==> config.mk <==
export PLATFORM = sky130hd
export DESIGN_NAME = rattlesnake_reg_file_mp_flat
export DESIGN_NICKNAME = d
export VERILOG_FILES = /design/src/rtl/rattlesnake_reg_file_mp_pkg.sv /design/src/rtl/rattlesnake_reg_file_mp_if.sv /design/src/rtl/rattlesnake_reg_file_mp_dual_port_ram.sv /design/src/rtl/rattlesnake_reg_file_mp.sv /design/src/flat_wrapper.sv
export SDC_FILE = /design/constraint.sdc
export NUM_CORES = 1
export LEC_CHECK = 0
export CAP_MARGIN = 10
export CORE_ASPECT_RATIO = 0.8
export CORE_MARGIN = 5
export CORE_UTILIZATION = 50
export CTS_BUF_LIST = sky130_fd_sc_hd__clkbuf_4 sky130_fd_sc_hd__clkbuf_8 sky130_fd_sc_hd__clkbuf_16
export DETAILED_ROUTE_END_ITERATION = 6
export PLACE_DENSITY = 0.63
export SKIP_CTS_REPAIR_TIMING = 1
export SYNTH_ARGS = -nofsm -noshare
export SYNTH_HDL_FRONTEND = slang
export SYNTH_SLANG_ARGS = --single-unit
==> constraint.sdc <==
create_clock -name clk -period 6.8 [get_ports clk]
set_input_delay 1.36 -clock clk [delete_from_list [all_inputs] [get_ports clk]]
set_output_delay 1.36 -clock clk [all_outputs]
set_load 0.05 [all_outputs]
==> src/rtl/rattlesnake_reg_file_mp_pkg.sv <==
// Shared constants and FSM encoding for the multi-read-port integer register file.
package rattlesnake_reg_file_mp_pkg;

  localparam int unsigned DEFAULT_XLEN          = 32;
  localparam int unsigned DEFAULT_REG_ADDR_BITS = 5;

  typedef enum logic [0:0] {
    StInit,
    StRun
  } rf_state_e;

endpackage

==> src/rtl/rattlesnake_reg_file_mp_if.sv <==
// Decode/write-back facing bus of the register file; master = core side, slave = register file.
interface rattlesnake_reg_file_mp_if #(
  parameter int unsigned XLEN           = 32,
  parameter int unsigned REG_ADDR_BITS  = 5,
  parameter int unsigned NUM_READ_PORTS = 2
);

  logic                                    read_enable;
  logic [NUM_READ_PORTS*REG_ADDR_BITS-1:0] read_addr;
  logic                                    read_en_out;
  logic [NUM_READ_PORTS*XLEN-1:0]          read_data_out;
  logic                                    write_enable;
  logic [REG_ADDR_BITS-1:0]                write_addr;
  logic [XLEN-1:0]                         write_data_in;
  logic                                    init_busy;
  logic                                    write_dropped;

  modport master (
    output read_enable, read_addr, write_enable, write_addr, write_data_in,
    input  read_en_out, read_data_out, init_busy, write_dropped
  );

  modport slave (
    input  read_enable, read_addr, write_enable, write_addr, write_data_in,
    output read_en_out, read_data_out, init_busy, write_dropped
  );

endinterface

==> src/rtl/rattlesnake_reg_file_mp_dual_port_ram.sv <==
// Simple dual-port block RAM: one write port, one registered read port, read-first, no reset.
module rattlesnake_reg_file_mp_dual_port_ram #(
  parameter int unsigned ADDR_WIDTH = 5,
  parameter int unsigned DATA_WIDTH = 32
) (
  input  logic                  clk,
  input  logic                  write_enable,
  input  logic [ADDR_WIDTH-1:0] write_addr,
  input  logic [DATA_WIDTH-1:0] write_data,
  input  logic                  read_enable,
  input  logic [ADDR_WIDTH-1:0] read_addr,
  output logic [DATA_WIDTH-1:0] read_data
);

  logic [DATA_WIDTH-1:0] mem [2**ADDR_WIDTH];

  always_ff @(posedge clk) begin
    if (write_enable) begin
      mem[write_addr] <= write_data;
    end
    if (read_enable) begin
      read_data <= mem[read_addr];
    end
  end

endmodule

==> src/rtl/rattlesnake_reg_file_mp.sv <==
// Integer register file with N replicated BRAM read ports, write-first forwarding, x0 = 0
// and a post-reset clear sequencer (BRAM contents cannot be reset directly).
module rattlesnake_reg_file_mp
  import rattlesnake_reg_file_mp_pkg::*;
#(
  parameter int unsigned XLEN           = DEFAULT_XLEN,
  parameter int unsigned REG_ADDR_BITS  = DEFAULT_REG_ADDR_BITS,
  parameter int unsigned NUM_READ_PORTS = 2,
  parameter int unsigned INIT_ON_RESET  = 1
) (
  input logic                        clk,
  input logic                        reset_n,
  input logic                        sync_reset,
  rattlesnake_reg_file_mp_if.slave   bus
);

  localparam rf_state_e ResetState = (INIT_ON_RESET != 0) ? StInit : StRun;

  rf_state_e                 state_q;
  logic [REG_ADDR_BITS-1:0]  clr_cnt_q;
  logic                      read_en_out_q;
  logic                      write_dropped_q;
  logic [NUM_READ_PORTS-1:0] zero_q, zero_d;
  logic [NUM_READ_PORTS-1:0] fwd_q, fwd_d;
  logic [XLEN-1:0]           fwd_data_q;

  logic                      rd_accept;
  logic                      wr_accept;
  logic                      ram_we;
  logic [REG_ADDR_BITS-1:0]  ram_waddr;
  logic [XLEN-1:0]           ram_wdata;
  logic [REG_ADDR_BITS-1:0]  rd_addr   [NUM_READ_PORTS];
  logic [XLEN-1:0]           ram_rdata [NUM_READ_PORTS];

  assign rd_accept = (state_q == StRun) && bus.read_enable && !sync_reset;
  assign wr_accept = (state_q == StRun) && bus.write_enable && !sync_reset;

  // Shared RAM write port: the clear sequencer owns it while initialising.
  always_comb begin
    ram_we    = wr_accept;
    ram_waddr = bus.write_addr;
    ram_wdata = bus.write_data_in;
    if (state_q == StInit) begin
      ram_we    = !sync_reset;
      ram_waddr = clr_cnt_q;
      ram_wdata = '0;
    end
  end

  always_ff @(posedge clk or negedge reset_n) begin
    if (!reset_n) begin
      state_q         <= ResetState;
      clr_cnt_q       <= '0;
      read_en_out_q   <= 1'b0;
      write_dropped_q <= 1'b0;
      zero_q          <= '0;
      fwd_q           <= '0;
      fwd_data_q      <= '0;
    end else if (sync_reset) begin
      state_q         <= ResetState;
      clr_cnt_q       <= '0;
      read_en_out_q   <= 1'b0;
      write_dropped_q <= 1'b0;
      zero_q          <= '0;
      fwd_q           <= '0;
      fwd_data_q      <= '0;
    end else begin
      read_en_out_q <= rd_accept;
      if (rd_accept) begin
        zero_q     <= zero_d;
        fwd_q      <= fwd_d;
        fwd_data_q <= bus.write_data_in;
      end
      unique case (state_q)
        StInit: begin
          if (bus.write_enable) begin
            write_dropped_q <= 1'b1;
          end
          if (clr_cnt_q == {REG_ADDR_BITS{1'b1}}) begin
            state_q   <= StRun;
            clr_cnt_q <= '0;
          end else begin
            clr_cnt_q <= clr_cnt_q + 1'b1;
          end
        end
        StRun: begin
          state_q <= StRun;
        end
        default: begin
          state_q <= ResetState;
        end
      endcase
    end
  end

  for (genvar i = 0; i < NUM_READ_PORTS; i++) begin : g_port
    assign rd_addr[i] = bus.read_addr[i*REG_ADDR_BITS +: REG_ADDR_BITS];
    assign zero_d[i]  = (rd_addr[i] == '0);
    assign fwd_d[i]   = wr_accept && (bus.write_addr == rd_addr[i]);

    rattlesnake_reg_file_mp_dual_port_ram #(
      .ADDR_WIDTH (REG_ADDR_BITS),
      .DATA_WIDTH (XLEN)
    ) u_ram (
      .clk          (clk),
      .write_enable (ram_we),
      .write_addr   (ram_waddr),
      .write_data   (ram_wdata),
      .read_enable  (rd_accept),
      .read_addr    (rd_addr[i]),
      .read_data    (ram_rdata[i])
    );

    // x0 beats forwarding, forwarding beats the (read-first) RAM word.
    assign bus.read_data_out[i*XLEN +: XLEN] = !read_en_out_q ? '0 :
                                               zero_q[i]      ? '0 :
                                               fwd_q[i]       ? fwd_data_q :
                                                                ram_rdata[i];
  end

  assign bus.read_en_out   = read_en_out_q;
  assign bus.init_busy     = (state_q == StInit);
  assign bus.write_dropped = write_dropped_q;

endmodule

==> src/flat_wrapper.sv <==
// flat-port wrapper written by rule: the top's interface ports become plain ports
module rattlesnake_reg_file_mp_flat import rattlesnake_reg_file_mp_pkg::*;
#(
  parameter int unsigned XLEN           = DEFAULT_XLEN,
  parameter int unsigned REG_ADDR_BITS  = DEFAULT_REG_ADDR_BITS,
  parameter int unsigned NUM_READ_PORTS = 2,
  parameter int unsigned INIT_ON_RESET  = 1
)
  (clk, reset_n, sync_reset, bus_read_enable, bus_read_addr, bus_write_enable, bus_write_addr, bus_write_data_in, bus_read_en_out, bus_read_data_out, bus_init_busy, bus_write_dropped);
  rattlesnake_reg_file_mp_if #(.XLEN(XLEN), .REG_ADDR_BITS(REG_ADDR_BITS), .NUM_READ_PORTS(NUM_READ_PORTS)) bus_i ();
  input logic clk;
  input logic reset_n;
  input logic sync_reset;
  input wire logic [$bits(bus_i.read_enable)-1:0] bus_read_enable;
  input wire logic [$bits(bus_i.read_addr)-1:0] bus_read_addr;
  input wire logic [$bits(bus_i.write_enable)-1:0] bus_write_enable;
  input wire logic [$bits(bus_i.write_addr)-1:0] bus_write_addr;
  input wire logic [$bits(bus_i.write_data_in)-1:0] bus_write_data_in;
  output wire logic [$bits(bus_i.read_en_out)-1:0] bus_read_en_out;
  output wire logic [$bits(bus_i.read_data_out)-1:0] bus_read_data_out;
  output wire logic [$bits(bus_i.init_busy)-1:0] bus_init_busy;
  output wire logic [$bits(bus_i.write_dropped)-1:0] bus_write_dropped;
  assign bus_i.read_enable = bus_read_enable;
  assign bus_i.read_addr = bus_read_addr;
  assign bus_i.write_enable = bus_write_enable;
  assign bus_i.write_addr = bus_write_addr;
  assign bus_i.write_data_in = bus_write_data_in;
  assign bus_read_en_out = bus_i.read_en_out;
  assign bus_read_data_out = bus_i.read_data_out;
  assign bus_init_busy = bus_i.init_busy;
  assign bus_write_dropped = bus_i.write_dropped;
  rattlesnake_reg_file_mp #(.XLEN(XLEN), .REG_ADDR_BITS(REG_ADDR_BITS), .NUM_READ_PORTS(NUM_READ_PORTS), .INIT_ON_RESET(INIT_ON_RESET)) u_core (.clk(clk), .reset_n(reset_n), .sync_reset(sync_reset), .bus(bus_i));
endmodule
# [Yosys cells after proc, flatten, opt, wreduce, memory -nomap -nowiden]
# Memories as Yosys holds them, arrays and structs flattened. A register that Yosys moved wholly into a read port is not among the register bits.
# Cells that the tools add are included.
[totals] ff_bits=44 ram_bits=2048 in_bits=52 output_inout_bits=67 memories=2
[mem_list] name="u_core.g_port[0].u_ram.mem" words=32 width=32 read_ports=1 rd_clocked_by_memory_dff=1 write_ports=1 line="rattlesnake_reg_file_mp_dual_port_ram.sv:15" rtl="logic [DATA_WIDTH-1:0] mem [2**ADDR_WIDTH];"
[mem_list] name="u_core.g_port[1].u_ram.mem" words=32 width=32 read_ports=1 rd_clocked_by_memory_dff=1 write_ports=1 line="rattlesnake_reg_file_mp_dual_port_ram.sv:15"
[classes] addsub=1 eq_ne=4 n_mux=27 n_bitwise=1 reduce_logical=12
[ops] op="$mux W32" n=9
[ops] op="$mux W5" n=4
[ops] op="$eq A5 B5 Y1" n=2
[ops] op="$logic_not A5 Y1" n=2
[ops] op="$mux W1" n=9
[ops] op="$mux W2" n=4
[ops] op="$logic_and A1 B1 Y1" n=6
[ops] op="$add A5 B1 Y5 const B" n=1
[ops] op="$eq A5 B5 Y1 const B" n=1
[ops] op="$reduce_bool A2 Y1" n=2
[ops] op="$ne A2 B2 Y1 const B" n=1
[ops] op="$pmux W1 S2" n=1
[ops] op="$reduce_and A2 Y1" n=1
[ops] op="$logic_not A1 Y1" n=1
[ops] op="$not A1 Y1" n=1

# [Depth between registers and ports, before layout]
[depth] ltp_word=5 ltp_mapped=9 mapped_depth_nobuf=6

# [Modules after synthesis]
# A second synthesis with hierarchy kept.
[hier_totals] cells_unflattened=4845 hier_area_um2=84633.7
[modules_own_cells] mod="rattlesnake_reg_file_mp_dual_port_ram" instances=2 cells_each=2260 area_each_um2=40805.4 seq_area_each_um2=31710.4
[modules_own_cells] mod="rattlesnake_reg_file_mp" instances=1 cells_each=325 area_each_um2=3022.9 seq_area_each_um2=1101.1

# [Worst setup path after synthesis]
# OpenSTA, ideal clock, no wires.
[synth_timing] kind="input to register" from="in bus_read_enable" to="reg u_core.g_port[0].u_ram.read_data[0], read port of u_core.g_port[0].u_ram.mem (enable)" setup_time_ns=0.455 arrival_time_ns=3.757 setup_slack_ns=2.588 stages=3 cell_sequence="nand2_1 > nor2_1 > clkbuf_1"
[synth_via] elab_chain_len=2
[synth_rtl] element="start: declaration" line="flat_wrapper.sv:14" rtl="input wire logic [$bits(bus_i.read_enable)-1:0] bus_read_enable;"
[synth_rtl] element="$logic_and A1 B1 Y1 (2 in a row)" line="rattlesnake_reg_file_mp.sv:35" rtl="assign rd_accept = (state_q == StRun) && bus.read_enable && !sync_reset;"
[synth_rtl] element="net u_core.g_port[0].u_ram.read_enable" line="rattlesnake_reg_file_mp_dual_port_ram.sv:10" rtl="input logic read_enable,"
[synth_rtl] element="end: declaration" line="rattlesnake_reg_file_mp_dual_port_ram.sv:12" rtl="output logic [DATA_WIDTH-1:0] read_data"
# The timed path passes the listed nets, and every way through them passes these cells.
# A chain may end at the register's enable or synchronous reset.

# [Worst setup path in the final report]
[layout_timing] from="reg u_core.zero_q[1]" to="out bus_read_data_out[54]"
[layout_via] elab_chain_len=2
[layout_rtl] element="start: declaration" line="rattlesnake_reg_file_mp.sv:23" rtl="logic [NUM_READ_PORTS-1:0] zero_q, zero_d;"
[layout_rtl] element="start signal: assignment" line="rattlesnake_reg_file_mp.sv:70" rtl="zero_q <= zero_d;"
[layout_rtl] element="$mux W32" line="rattlesnake_reg_file_mp.sv:116" rtl="zero_q[i] ? '0 :"
[layout_rtl] element="$mux W32" line="rattlesnake_reg_file_mp.sv:115" rtl="assign bus.read_data_out[i*XLEN +: XLEN] = !read_en_out_q ? '0 :"
[layout_rtl] element="end: declaration" line="flat_wrapper.sv:20" rtl="output wire logic [$bits(bus_i.read_data_out)-1:0] bus_read_data_out;"
# Every way passes these cells.

==> flow_metrics.tcl <==
set metrics [dict create \
    outcome "finished, final reports clean" \
    fin_crit_ps 4580 \
    final_cells 4397 \
    drv_cap 0 \
    p_sw_share_pct 21.8 \
    die_h_um 298 \
    maxSlewHeadroom_pct 13.1 \
    synth-edff-count 1088 \
    synth_flop_cell "edfxtp_1" \
    synth_fa_ha_area_share_pct 0.0484 \
    die_w_um 370 \
    worstMarginPinSlew_ps 1300 \
    p_leak_nw 19.7 \
    power.switching_mw 3.29 \
    grt_pass1_wl_um 237000 \
    synth-simple-area-share_pct 1.87 \
    grt.overflow.total 0 \
    post_route_cells_drive_above_1_share_pct 24.4 \
    required_ps 5440 \
    root_buffer "clkbuf_16" \
    ioPinCount 119 \
    synth_common_cells "edfxtp_1 (1088), mux4_2 (374), mux2i_1 (342)" \
    synthCells 2803 \
    async_reset_ff_share_pct 3.89 \
    fin_nets 2963 \
    irDropWorstVdd_mv 0.246 \
    synth-seq-area-share_pct 65.3 \
    cp-start-kind "flop" \
    grt_max_degree 86 \
    synthesis.nets 2857 \
    fin_ws_ps 2220 \
    crit_fanout 32 \
    ys_warn_count 0 \
    comb_power_share_pct 6.7 \
    clkPwrFrac_pct 42.8 \
    hold_path_class "flop to flop" \
    synth_top_cell_area_share_pct 63.2 \
    cts_tree "done" \
    drtAntennaViolNets 0 \
    dp.final_hpwl_um 101000 \
    syn-cell-area_sq_mm 0.0517 \
    finalSetupViolCount 0 \
    p_int_mw 11.8 \
    vias 31386 \
    num-fill-cells 7670 \
    dpl.cell_count 4180 \
    post_synth.cell_area_avg_sq_um 18.4 \
    die_area_sq_mm 0.110 \
    setup-tns-final_ps 0 \
    core_area_sq_mm 0.103 \
    synth_cell_types 42 \
    hold_violations 0 \
    p_total_mw 15.1 \
    htree_levels 3 \
    drt-total-wl_um 167000 \
    avgRoutedWirePerCell_um 38.0 \
    clkSlewWorstSetupHoldPaths_ps 60 \
    via_per_inst 7.14 \
    pre_cts_ws_ps 2190 \
    rsz0062_at_grt "false" \
    fmax_mhz 218 \
    area_growth_pct 13.2 \
    power_density_mw_per_mm2 257 \
    synth_most_common_cell "edfxtp_1" \
    synth-xor-area-share_pct 0.169 \
    rows 105 \
    timing.final.max_slew_violations 0 \
    drcViolationCount 0 \
    n_antenna_cell 0 \
    cp_data_arrival_time_ps 3220 \
    grt_pass1_vias 31102 \
    synth-compound-area-share_pct 7.08 \
    cts_buffer_depth 3 \
    cts_made_buffers 112 \
    end_kind "output pin" \
    synth_area_leaders "edfxtp_1 (63%), mux4_2 (16%), mux2i_1 (6.6%)" \
    finalCritPeriodShare_pct 67.3 \
    clock_skew_ps 41.8 \
    io_buffers 118 \
    clk_latency_ps 700 \
    cts.sinks 1132 \
    first_pass_iters 6 \
    synth_top_family_by_area "multiplexers" \
    critPathKind "flop to output pin" \
    synth_seq_cells 1132 \
    grt_antenna_before_repair 4 \
    routabilityCongestion 0.902 \
    synth_mux_area_share_pct 23.0 \
    track_usage_pct 30.1 \
    yosysTopAreaCell "edfxtp_1" \
    start_util_pct 50.4 \
    drt_iter0_drc 4899 \
    seqPwrFrac_pct 50.5 \
]
-- through the flow --
step	util, %	hold WS (ps)	area (sq um)
after floorplan	-	430	51700
after global placement	53.1	448	54500
after detailed placement	53.2	448	54500
after CTS	56.9	462	58400
after global routing	57.0	512	58500
final	57.0	460	58500
-- power by group through the flow --
stage	registers (mW)	clock network, mW	logic [mW]
after floorplan	7.75	0	0.645
after global routing	7.60	6.83	1.05
after detailed placement	7.75	0	0.997
final	7.61	6.45	1.01
after global placement	7.75	0	0.991
after CTS	7.60	6.51	1.00
-- kinds of logic after synthesis --
logic type / after synthesis
compound gates: 498
xor+xnor: 10
fa+ha+maj: 2
buf+inv: 233
flops: 1132
mux: 719
simple gates: 209
-- worst max-delay path: stages, from the launching register on --
cell	delay [ps]
dfrtp_1	400
nand2b_2	690
nor2_1	540
clkdlybuf4s50_1	890
-- layout make-up --
| cell class | count | area (sq um) | area share (%) |
|---|---|---|---|
| clock buffers | 152 | 3260 | 5.57 |
| flip-flops and latches | 1132 | 33800 | 57.7 |
| repair buffers | 220 | 2200 | 3.76 |
| multi-input cells | 1438 | 17000 | 29.0 |
| inverters | 5 | 18.8 | 0.0321 |
| well taps | 1391 | 1740 | 2.97 |
| clock inverters | 59 | 583 | 0.996 |
-- registers in the layout, summed over array words and instances (netlist names) --
signal	flops
u_core.bus.read_en_out	1
u_core.zero_q	2
u_core.g_port.u_ram.mem	1024
u_core.bus.write_dropped	1
u_core.fwd_q	2
u_core.fwd_data_q	32
u_core.clr_cnt_q	5
u_core.g_port.u_ram.read_data	64
u_core.state_q	1
-- layout by cell type, fill, tap and decap left out, types with 12 or more instances in the layout --
master and instances:
mux2i_1 342, buf_4 87, buf_12 13, clkinv_1 26, o22ai_1 69, clkbuf_16 119, nor2_4 35, bufinv_16 12
o221ai_1 59, a21oi_1 77, a22o_1 45, mux4_2 374, nor2_1 80, clkbuf_4 26, clkinv_2 17, dfrtp_1 41
a22oi_1 164, and2_1 32, a211oi_1 45, nand2_1 22, edfxtp_1 1088, clkdlybuf4s50_1 109
-- metal layers --
layer | wire length, um | track usage [%] | vias to the layer above
met3 | 19900 | 6.67 | 349
met4 | 5070 | 8.13 | 6
met5 | 39 | 0 | -
li1 | - | - | 12190
met1 | 67200 | 45.8 | 16558
met2 | 74800 | 44.5 | 2283
-- path summary, 6_finish.rpt --
kind	startpoint	endpoint	slack (ps)	cells after the start
setup reg to reg	u_core.state_q$_DFF_PN0_	u_core.g_port[1].u_ram.mem[4][28]$_DFFE_PP_	3420	5
min in group asynchronous	reset_n	u_core.fwd_data_q[22]$_DFFE_PN0P_	800	2
setup / recovery	u_core.zero_q[1]$_DFFE_PN0P_	bus_read_data_out[54]	2220	3
max in group asynchronous	reset_n	u_core.fwd_data_q[2]$_DFFE_PN0P_	5390	2
hold / removal	u_core.zero_q[0]$_DFFE_PN0P_	u_core.zero_q[0]$_DFFE_PN0P_	460	2
hold reg to reg	u_core.zero_q[0]$_DFFE_PN0P_	u_core.zero_q[0]$_DFFE_PN0P_	460	2
(Power assumes the default switching activity.)
